File: src/rtl/wb_arbiter.sv
// -----------------------------------------------------------------------------
// wb_arbiter
//
// Write-back arbiter between the execute/load stages and the register file.
// Merges the single-cycle ALU result stream and the variable-latency load
// return stream into one registered GPR write port. Load returns wait in a
// small circular FIFO. A younger ALU write to the same destination kills any
// stale buffered load. The CSR write port is a one-cycle registered
// pass-through.
//
// Ports
//   clk, rst_n                    clock (rising edge), async active-low reset
//   alu_req_i/addr_i/data_i       ALU result, no back-pressure
//   ld_valid_i/ready_o/addr_i/data_i   load return handshake
//   csr_req_i/addr_i/data_i       CSR write request
//   w_reg_req_o/addr_o/data_o     registered GPR write port
//   w_csr_req_o/addr_o/data_o     registered CSR write port
//   ld_pending_o                  at least one live load buffered
//   ld_count_o                    FIFO occupancy (live plus unpopped killed)
// -----------------------------------------------------------------------------
module wb_arbiter #(
    parameter int REG_ADDR_W      = 5,
    parameter int REG_DATA_W      = 32,
    parameter int CSR_ADDR_W      = 12,
    parameter int LOAD_FIFO_DEPTH = 2
) (
    input  logic                               clk,
    input  logic                               rst_n,

    input  logic                               alu_req_i,
    input  logic [REG_ADDR_W-1:0]              alu_addr_i,
    input  logic [REG_DATA_W-1:0]              alu_data_i,

    input  logic                               ld_valid_i,
    output logic                               ld_ready_o,
    input  logic [REG_ADDR_W-1:0]              ld_addr_i,
    input  logic [REG_DATA_W-1:0]              ld_data_i,

    input  logic                               csr_req_i,
    input  logic [CSR_ADDR_W-1:0]              csr_addr_i,
    input  logic [REG_DATA_W-1:0]              csr_data_i,

    output logic                               w_reg_req_o,
    output logic [REG_ADDR_W-1:0]              w_reg_addr_o,
    output logic [REG_DATA_W-1:0]              w_reg_data_o,

    output logic                               w_csr_req_o,
    output logic [CSR_ADDR_W-1:0]              w_csr_addr_o,
    output logic [REG_DATA_W-1:0]              w_csr_data_o,

    output logic                               ld_pending_o,
    output logic [$clog2(LOAD_FIFO_DEPTH):0]   ld_count_o
);

    localparam int PTR_W = $clog2(LOAD_FIFO_DEPTH);
    localparam int CNT_W = PTR_W + 1;
    localparam logic [CNT_W-1:0] FULL_CNT = CNT_W'(LOAD_FIFO_DEPTH);

    // FIFO control state
    logic [PTR_W-1:0]           r_rd_ptr;
    logic [PTR_W-1:0]           r_wr_ptr;
    logic [CNT_W-1:0]           r_count;
    logic [LOAD_FIFO_DEPTH-1:0] r_live;

    // FIFO storage (not reset; validity is tracked by count and live bits)
    logic [REG_ADDR_W-1:0]      r_addr [LOAD_FIFO_DEPTH];
    logic [REG_DATA_W-1:0]      r_data [LOAD_FIFO_DEPTH];

    // Registered output ports
    logic                       r_reg_req;
    logic [REG_ADDR_W-1:0]      r_reg_addr;
    logic [REG_DATA_W-1:0]      r_reg_data;
    logic                       r_csr_req;
    logic [CSR_ADDR_W-1:0]      r_csr_addr;
    logic [REG_DATA_W-1:0]      r_csr_data;

    logic                       w_alu_grant;
    logic                       w_head_busy;
    logic                       w_head_live;
    logic                       w_pop;
    logic                       w_push;
    logic [LOAD_FIFO_DEPTH-1:0] w_live_nxt;

    // ALU writes to x0 are dropped and never pre-empt the FIFO head.
    assign w_alu_grant = alu_req_i && (alu_addr_i != '0);
    assign w_head_busy = (r_count != '0);
    assign w_head_live = w_head_busy && r_live[r_rd_ptr];
    // The head leaves whenever the ALU does not own the port, whether it is
    // written (live) or silently discarded (killed).
    assign w_pop       = w_head_busy && !w_alu_grant;

    // Ready comes from the registered count only: no same-cycle pop bypass.
    assign ld_ready_o  = (r_count != FULL_CNT);
    // Loads to x0 complete the handshake but take no entry.
    assign w_push      = ld_valid_i && ld_ready_o && (ld_addr_i != '0);

    always_comb begin
        w_live_nxt = r_live;
        // Kill older entries overwritten by this ALU write. The load being
        // pushed this cycle is younger and is set live below.
        if (w_alu_grant) begin
            for (int i = 0; i < LOAD_FIFO_DEPTH; i++) begin
                if (r_addr[i] == alu_addr_i) begin
                    w_live_nxt[i] = 1'b0;
                end
            end
        end
        if (w_pop) begin
            w_live_nxt[r_rd_ptr] = 1'b0;
        end
        if (w_push) begin
            w_live_nxt[r_wr_ptr] = 1'b1;
        end
    end

    always_ff @(posedge clk or negedge rst_n) begin
        if (!rst_n) begin
            r_rd_ptr <= '0;
            r_wr_ptr <= '0;
            r_count  <= '0;
            r_live   <= '0;
        end else begin
            r_live <= w_live_nxt;
            if (w_pop) begin
                r_rd_ptr <= r_rd_ptr + PTR_W'(1);
            end
            if (w_push) begin
                r_wr_ptr <= r_wr_ptr + PTR_W'(1);
            end
            r_count <= r_count + CNT_W'(w_push) - CNT_W'(w_pop);
        end
    end

    always_ff @(posedge clk) begin
        if (w_push) begin
            r_addr[r_wr_ptr] <= ld_addr_i;
            r_data[r_wr_ptr] <= ld_data_i;
        end
    end

    // GPR write port: ALU first, then a live head; address/data hold otherwise.
    always_ff @(posedge clk or negedge rst_n) begin
        if (!rst_n) begin
            r_reg_req  <= 1'b0;
            r_reg_addr <= '0;
            r_reg_data <= '0;
        end else begin
            r_reg_req <= w_alu_grant || w_head_live;
            if (w_alu_grant) begin
                r_reg_addr <= alu_addr_i;
                r_reg_data <= alu_data_i;
            end else if (w_head_live) begin
                r_reg_addr <= r_addr[r_rd_ptr];
                r_reg_data <= r_data[r_rd_ptr];
            end
        end
    end

    // CSR write port: one-cycle pass-through, independent of GPR traffic.
    always_ff @(posedge clk or negedge rst_n) begin
        if (!rst_n) begin
            r_csr_req  <= 1'b0;
            r_csr_addr <= '0;
            r_csr_data <= '0;
        end else begin
            r_csr_req <= csr_req_i;
            if (csr_req_i) begin
                r_csr_addr <= csr_addr_i;
                r_csr_data <= csr_data_i;
            end
        end
    end

    assign w_reg_req_o  = r_reg_req;
    assign w_reg_addr_o = r_reg_addr;
    assign w_reg_data_o = r_reg_data;
    assign w_csr_req_o  = r_csr_req;
    assign w_csr_addr_o = r_csr_addr;
    assign w_csr_data_o = r_csr_data;
    assign ld_pending_o = |r_live;
    assign ld_count_o   = r_count;

endmodule

File: config.mk
export PLATFORM = sky130hd
export DESIGN_NAME = wb_arbiter
export DESIGN_NICKNAME = d
export VERILOG_FILES = /design/src/rtl/wb_arbiter.sv
export SDC_FILE = /design/constraint.sdc
export NUM_CORES = 1
export LEC_CHECK = 0
export CORE_MARGIN = 2
export CORE_UTILIZATION = 38
export CTS_BUF_LIST = sky130_fd_sc_hd__clkbuf_4
export DETAILED_ROUTE_END_ITERATION = 12
export MAX_ROUTING_LAYER = met4
export PLACE_DENSITY = 0.68
export RECOVER_POWER = 100
export SLEW_MARGIN = 30
export SYNTH_ARGS = -nofsm -noshare
export SYNTH_HDL_FRONTEND = slang
export SYNTH_SLANG_ARGS = --single-unit
File: constraint.sdc
create_clock -name clk -period 4.41 [get_ports clk]
set_input_delay 0.441 -clock clk [delete_from_list [all_inputs] [get_ports clk]]
set_output_delay 0.441 -clock clk [all_outputs]
set_load 0.05 [all_outputs]
==> metrics.cfg, run 1 <==
[sta]
finalHoldViolations = 0
setup_viol = 0
maxSlewViolCount = 163
tightestPinTransition_ps = 2340
maxSlewHeadroom_pct = -56.0
fin_crit_sh_pct = 69.6
finalCriticalPeriod_ps = 3070
rsz0062_at_grt = no
whs_ps = 450
finalSetupTns_ps = 0
clock_skew_ps = 18.5
clock.fmax_ghz = 0.326

[critical_path]
crit_path_end_kind = flop
crit_fanout = 40
cp-start-kind = flop
rr_worst_depth = 5
crit_path_start = r_rd_ptr
cp.arrival_ps = 3450
crit_required_ps = 4790
r2r_start = r_rd_ptr
crit_type = flop to flop

[finish]
final_area_um2 = 9040
drive_gt1_share_pct = 19.0
nNetsFinal = 755
final_cells = 866
syn2layout_area_growth_pct = 40.6

[synthesis]
synth_cell_type_count = 24
ys.flop_type = dfrtp_1
synth_nets = 541
synth_area_leaders = dfrtp_1 35%, edfxtp_1 35%, mux2_2 14%
synth_seq_cells = 163
synth_area_leader_cell = dfrtp_1
netlist_instances = 416
netlist.area_leader.share_pct = 34.6
ys_warn_count = 0
async_flop_share_pct = 54.6
ys_seq_area_share_pct = 69.2
ys_top_cells_by_count = 89 x dfrtp_1, 81 x mux2_2, 74 x edfxtp_1
netlist_area_um2 = 6430
synth_most_common_cell = dfrtp_1
synth_edf_count = 74
synth_area_per_cell_um2 = 15.5

[hold_path]
min_path_type = input port to flop
hold_start = alu_data_i[8]
min_path_cells = 3

[outcome]
failed_checks = capacitance limit, slew limit
status = finished, violations left

[die]
start_util_pct = 38.8
die_w_um = 134
core_area_um2 = 16600
io_pins = 210
dieArea_um2 = 18000
std_cell_rows = 47
die_h_um = 134

[grt]
globalRoute.totalOverflow = 0
met1_usage_pct = 21.9
grt_max_degree = 75
antenna_found_initial = 3
busiest_layer = met2
gr-usage-met2_pct = 27.3
grt_pass1_wl_um = 23600
grt_pass1_vias = 4591
global_route.usage.met3_pct = 6.88
grt.total_usage_pct = 17.7

[detailed_routing]
routed_wl_um = 14700
vias_per_cell = 4.77
drtIter0Drc = 283
routedWlPerCell_um = 17.0
drc = 0
vias = 4132
first_pass_iters = 5
postRouteAntennaNets = 0

[run]
cap_violations = 5

[place]
dpl.cell_count = 830
globalplace.congestion = 0.777
port_buffers = 209
placed_area_um2 = 8780
hpwl_um = 10600

[power]
comb_power_share_pct = 41.5
p_total_mw = 5.20
leakage_nw = 3.54
powerDensity_nw_per_um2 = 575
p_sw_mw = 1.99
pwr-share-seq_pct = 42.0
p_clk_share_pct = 16.5
power.internal_mw = 3.21
switching_share_pct = 38.3
peakVddDrop_mv = 0.226

[clocking]
cts_buffers = 17
root_buffer = clkbuf_4
tritoncts = built
clock_latency_ps = 540
cts_resized = 0
clock-sinks = 163
h-tree-depth = 4
clk_pin_slew_worst_paths_ps = 130
clockBufferDepth = 2
post-cts-setup-buffers = 0

-- metrics by stage --
stage                     setup WS [ps]  utilization [%]
after global placement             1600             52.9
final                              1340             54.5
after floorplan                     892                -
after detailed placement           1480             52.9
after CTS                          1850             54.6
after global routing               1050             54.5
-- final timing paths --
path	end	slack [ps]
setup reg to reg	w_reg_data_o[6]	1340
max in group asynchronous	w_reg_data_o[7]	1580
hold / removal	w_reg_data_o[8]	450
min in group asynchronous	w_csr_req_o	480
hold reg to reg	r_wr_ptr	510
setup / recovery	w_reg_data_o[6]	1340
-- logic make-up after synthesis --
group / after synthesis / share of synthesized area [%]
flip-flops: 163 / 69.2
multiplexers: 119 / 20.1
AND/OR/NAND/NOR: 52 / 3.40
AO/OA/AOI/OAI: 42 / 3.52
buffers and inverters: 24 / 1.52
XOR/XNOR: 14 / 1.91
adder cells (fa/ha/maj): 2 / 0.389
-- worst max-delay path, stage by stage, from the launching register on --
cell and delay [ps]:
dfrtp_1 1470, mux2i_1 300, nor2_4 380, buf_4 390, mux2i_1 240, o21ai_0 110
-- power by group through the flow --
stage / Combinational (mW) / Clock, mW / Sequential, mW
global placement: 2.23 / 0 / 2.22
detailed placement: 2.26 / 0 / 2.24
finish: 2.16 / 0.855 / 2.19
global route: 2.30 / 0.959 / 2.23
floorplan: 0.916 / 0 / 2.79
CTS: 2.26 / 0.894 / 2.21
-- sequential cells by signal (all words and copies together), names as in the netlist --
name,cells
r_rd_ptr,1
ld_count_o,2
w_csr_data_o,32
w_csr_addr_o,12
r_addr,10
w_reg_addr_o,5
r_live,2
r_data,64
w_reg_data_o,32
r_wr_ptr,1
w_csr_req_o,1
w_reg_req_o,1
-- final cells by class --
cell class	instances	area, µm²
Fill cell	1400	7540
Sequential cell	163	4450
Timing Repair Buffer	216	2130
Multi-Input combinational cell	229	1890
Tap cell	220	275
Clock buffer	24	180
Clock inverter	8	92.6
Inverter	3	11.3
Antenna cell	3	7.51
-- cell usage in the layout, fill, tap and decap left out --
cell             netlist  routed
clkbuf_1               8       2
edfxtp_1              74      74
o31a_1                 2       1
diode_2                0       3
buf_4                  0       6
or2_2                  2       2
clkdlybuf4s50_1        0      83
o211ai_1               1       1
or3_1                  2       2
or4_1                  1       1
nor2_1                 5       4
clkinv_2               0       4
mux2i_1               38      38
mux2_2                81      81
clkinv_4               0       1
nand2b_1               1       1
o21ai_0               37      37
inv_1                  3       3
a31o_1                 1       1
ha_1                   2       2
clkbuf_4               0      24
bufinv_16              0       2
clkinv_1               0       1
nor3_1                 2       2
nand4_1                2       2
nand2_1               37      37
dlygate4sd3_1          0     125
dfrtp_1               89      89
xnor2_1                8       8
nor2_4                 0       1
o31a_2                 0       1
a21o_1                 1       1
xor2_1                 6       6
-- timing repair --
action	in CTS	in global routing
hold endpoints to repair	52	0
hold buffers	1	0
setup endpoints to repair	0	0
-- layer usage --
metal	vias to the layer above	routed length (µm)
met3	8	1230
met4	0	118
li1	1937	-
met1	2009	6530
met2	178	6870
met5	-	0
Note: power is estimated with default switching activity, not from simulation.
==> run 2, diff against run 1 <==
--- a/config.mk
+++ b/config.mk
@@ -10,7 +10,7 @@
 export CTS_BUF_LIST = sky130_fd_sc_hd__clkbuf_4
 export DETAILED_ROUTE_END_ITERATION = 12
 export MAX_ROUTING_LAYER = met4
-export PLACE_DENSITY = 0.68
+export PLACE_DENSITY = 0.71
 export RECOVER_POWER = 100
 export SLEW_MARGIN = 30
 export SYNTH_ARGS = -nofsm -noshare
==> constraint.sdc (replaced) <==
create_clock -name clk -period 2.5 [get_ports clk]
set_input_delay 0.25 -clock clk [delete_from_list [all_inputs] [get_ports clk]]
set_output_delay 0.25 -clock clk [all_outputs]
set_load 0.05 [all_outputs]
==> run 2 against run 1 <==
  * Non-clock buffer count rose by 6
  * Combinational power rose by 85%
  * Global-route usage rose by 0.45 points
  * Count of clock-buffer cells in the layout fell by 5
  * Register-to-register slack got worse by 840 ps
  * Clock power rose by 120%
  * Largest cell class unchanged
  * Highest routed layer unchanged
  * Final cell count rose by 1.2%
  * Sequential share of layout area fell by 0.92 points
  * The flow still finishes with violations (capacitance limit, slew limit)
  * Hold slack got worse by 210 ps
==> metrics.cfg, run 2 (synthesis results as in run 1) <==
[critical_path]
reg2reg_to = r_data[1][6]
crit_type = flop to primary output
cpLargestDelayFamily = buffers and inverters
crit_required_ps = 2250  ; -2540 ps
slowest_delay_ps = 790  ; -680 ps
cp-start-kind = flop
rr_worst_depth = 5  ; unchanged
cp.depth = 2  ; -3
reg2reg_slack_ps = 500  ; -840 ps
crit_path_end_kind = primary output
r2r_start = ld_count_o[1]
crit_fanout = 3  ; -93%
cp.arrival_ps = 2040  ; -1410 ps
crit_path_start = r_live[1]
worst-path-buf-inv = 1  ; unchanged
crit_path_end = ld_pending_o
crit_slowest_cell = dlygate4sd3_1
worstPathCellList = or2_2 > dlygate4sd3_1

[finish]
fin_util_pct = 55.6  ; +1.1 points
final_cells = 876  ; +1.2%
syn2layout_area_growth_pct = 43.3
final_cell_mix = 125 x dlygate4sd3_1, 88 x dfrtp_1, 83 x clkdlybuf4s50_1
final_common_cell = dlygate4sd3_1
nNetsFinal = 761  ; +0.79%
top_register = r_data
multiInputGateArea_um2 = 1910  ; +0.92%
final_area_um2 = 9220  ; +1.9%
largest_register_ffs = 64  ; unchanged
seq_area_um2 = 4450  ; about the same
fill_cells = 1393  ; -0.50%
drive_gt1_share_pct = 19.4  ; +0.44 points

[outcome]
failed_checks = capacitance limit, slew limit
status = finished, violations left

[detailed_routing]
postRouteAntennaNets = 0  ; unchanged
drtIter0Drc = 132  ; -53%
vias_per_cell = 4.74  ; -0.71%
routed_wl_um = 15200  ; +2.8%
drc = 0  ; unchanged
routedWlPerCell_um = 17.3  ; +1.7%
first_pass_iters = 4  ; -1
vias = 4150  ; +0.44%

[clocking]
cts-hold-fix-buffers = 1  ; unchanged
clockBufferDepth = 2  ; unchanged
clk_pin_slew_worst_paths_ps = 140  ; about the same
clock-sinks = 163  ; unchanged
tritoncts = built
cts_resized = 0  ; unchanged
root_buffer = clkbuf_4
clock_latency_ps = 550  ; about the same
h-tree-depth = 4  ; unchanged
cts_buffers = 17  ; unchanged
post-cts-setup-buffers = 0  ; unchanged

[place]
placed_area_um2 = 8870  ; +1.1%
hpwl_um = 11000  ; +3.6%
dpl.cell_count = 836  ; +0.72%
pre_cts_slack_ps = 152  ; -1330 ps
port_buffers = 209  ; unchanged
globalplace.congestion = 0.769  ; -1.1%

[grt]
grt_pass1_vias = 4607  ; +0.35%
antenna_found_initial = 5  ; +2
grt.total_usage_pct = 18.1  ; +0.45 points
busiest_layer = met2
grt_max_degree = 47  ; -37%
grt_pass1_wl_um = 23800  ; +0.82%
global_route.usage.met3_pct = 6.80  ; -0.076 points
globalRoute.totalOverflow = 0  ; unchanged
met1_usage_pct = 21.8  ; -0.070 points
gr-usage-met2_pct = 28.4  ; +1.1 points

[sta]
clock_skew_ps = 21.5  ; +3.06 ps
rsz0062_at_grt = no
finalCriticalPeriod_ps = 2290
setup_ws_ps = 208  ; -1130 ps
whs_ps = 243  ; -208 ps
tightestPinTransition_ps = 2340  ; -3.17 ps
maxSlewViolCount = 75  ; -54%
maxSlewHeadroom_pct = -55.8  ; +0.21 points
setup_viol = 0  ; unchanged
clock.fmax_ghz = 0.436
finalHoldViolations = 0  ; unchanged
finalSetupTns_ps = 0  ; unchanged
fin_crit_sh_pct = 91.7

[die]
die_h_um = 134  ; unchanged
die_w_um = 134  ; unchanged
dieArea_um2 = 18000  ; unchanged
std_cell_rows = 47  ; unchanged
core_area_um2 = 16600  ; unchanged
start_util_pct = 38.8  ; unchanged
io_pins = 210  ; unchanged

[power]
p_total_mw = 9.58  ; +84%
leakage_nw = 3.59  ; +1.6%
powerDensity_nw_per_um2 = 1040  ; +81%
peakVddDrop_mv = 0.424  ; +87%

[hold_path]
min_path_type = input port to flop

[run]
cap_violations = 2  ; -3

run 2: final cells by class:
type,instances,area share [%]
repair buffers,222,23.9
multi-input cells,229,20.7
clock buffers,19,1.55
diodes,7,0.190
inverters,3,0.122
flip-flops and latches,163,48.3
clock inverters,13,2.21
well taps,220,2.99
run 2: how the worst min path moves through the flow:
stage	cells past startpoint	slack, ps	startpoint	to
4_1_cts	2	110	rst_n	w_csr_data_o[14]
2_1_floorplan	0	-50	rst_n	ld_count_o[0]
5_1_grt	3	200	alu_data_i[19]	w_reg_data_o[19]
3_3_place_gp	1	210	rst_n	w_csr_data_o[14]
3_5_place_dp	1	220	rst_n	w_csr_data_o[14]
6_report	3	240	alu_data_i[22]	w_reg_data_o[22]
run 2: worst min-delay path, delay by kind of cell:
| family | cells | cell delay [ps] |
|---|---|---|
| buffers and inverters | 1 | 390 |
| AND/OR/NAND/NOR | 1 | 50 |
| AO/OA/AOI/OAI | 1 | 70 |
run 2: layer usage:
layer	wire (µm)	part of all wire (%)
met4	216	1.4
met3	1330	8.8
met5	0	0
met1	6540	43
met2	7070	47
run 2: power by group:
part / internal, mW / switching, mW
clock: 0.922 / 0.920
combinational: 1.54 / 2.45
sequential: 3.47 / 0.273
total: 5.94 / 3.65
==> run 3, diff against run 2 <==
--- a/config.mk
+++ b/config.mk
@@ -9,6 +9,7 @@
 export CORE_UTILIZATION = 38
 export CTS_BUF_LIST = sky130_fd_sc_hd__clkbuf_4
 export DETAILED_ROUTE_END_ITERATION = 12
+export GPL_ROUTABILITY_DRIVEN = 1
 export MAX_ROUTING_LAYER = met4
 export PLACE_DENSITY = 0.71
 export RECOVER_POWER = 100
==> results of run 3 <==
The final DEF is identical to that of run 2; final timing and power are the same.
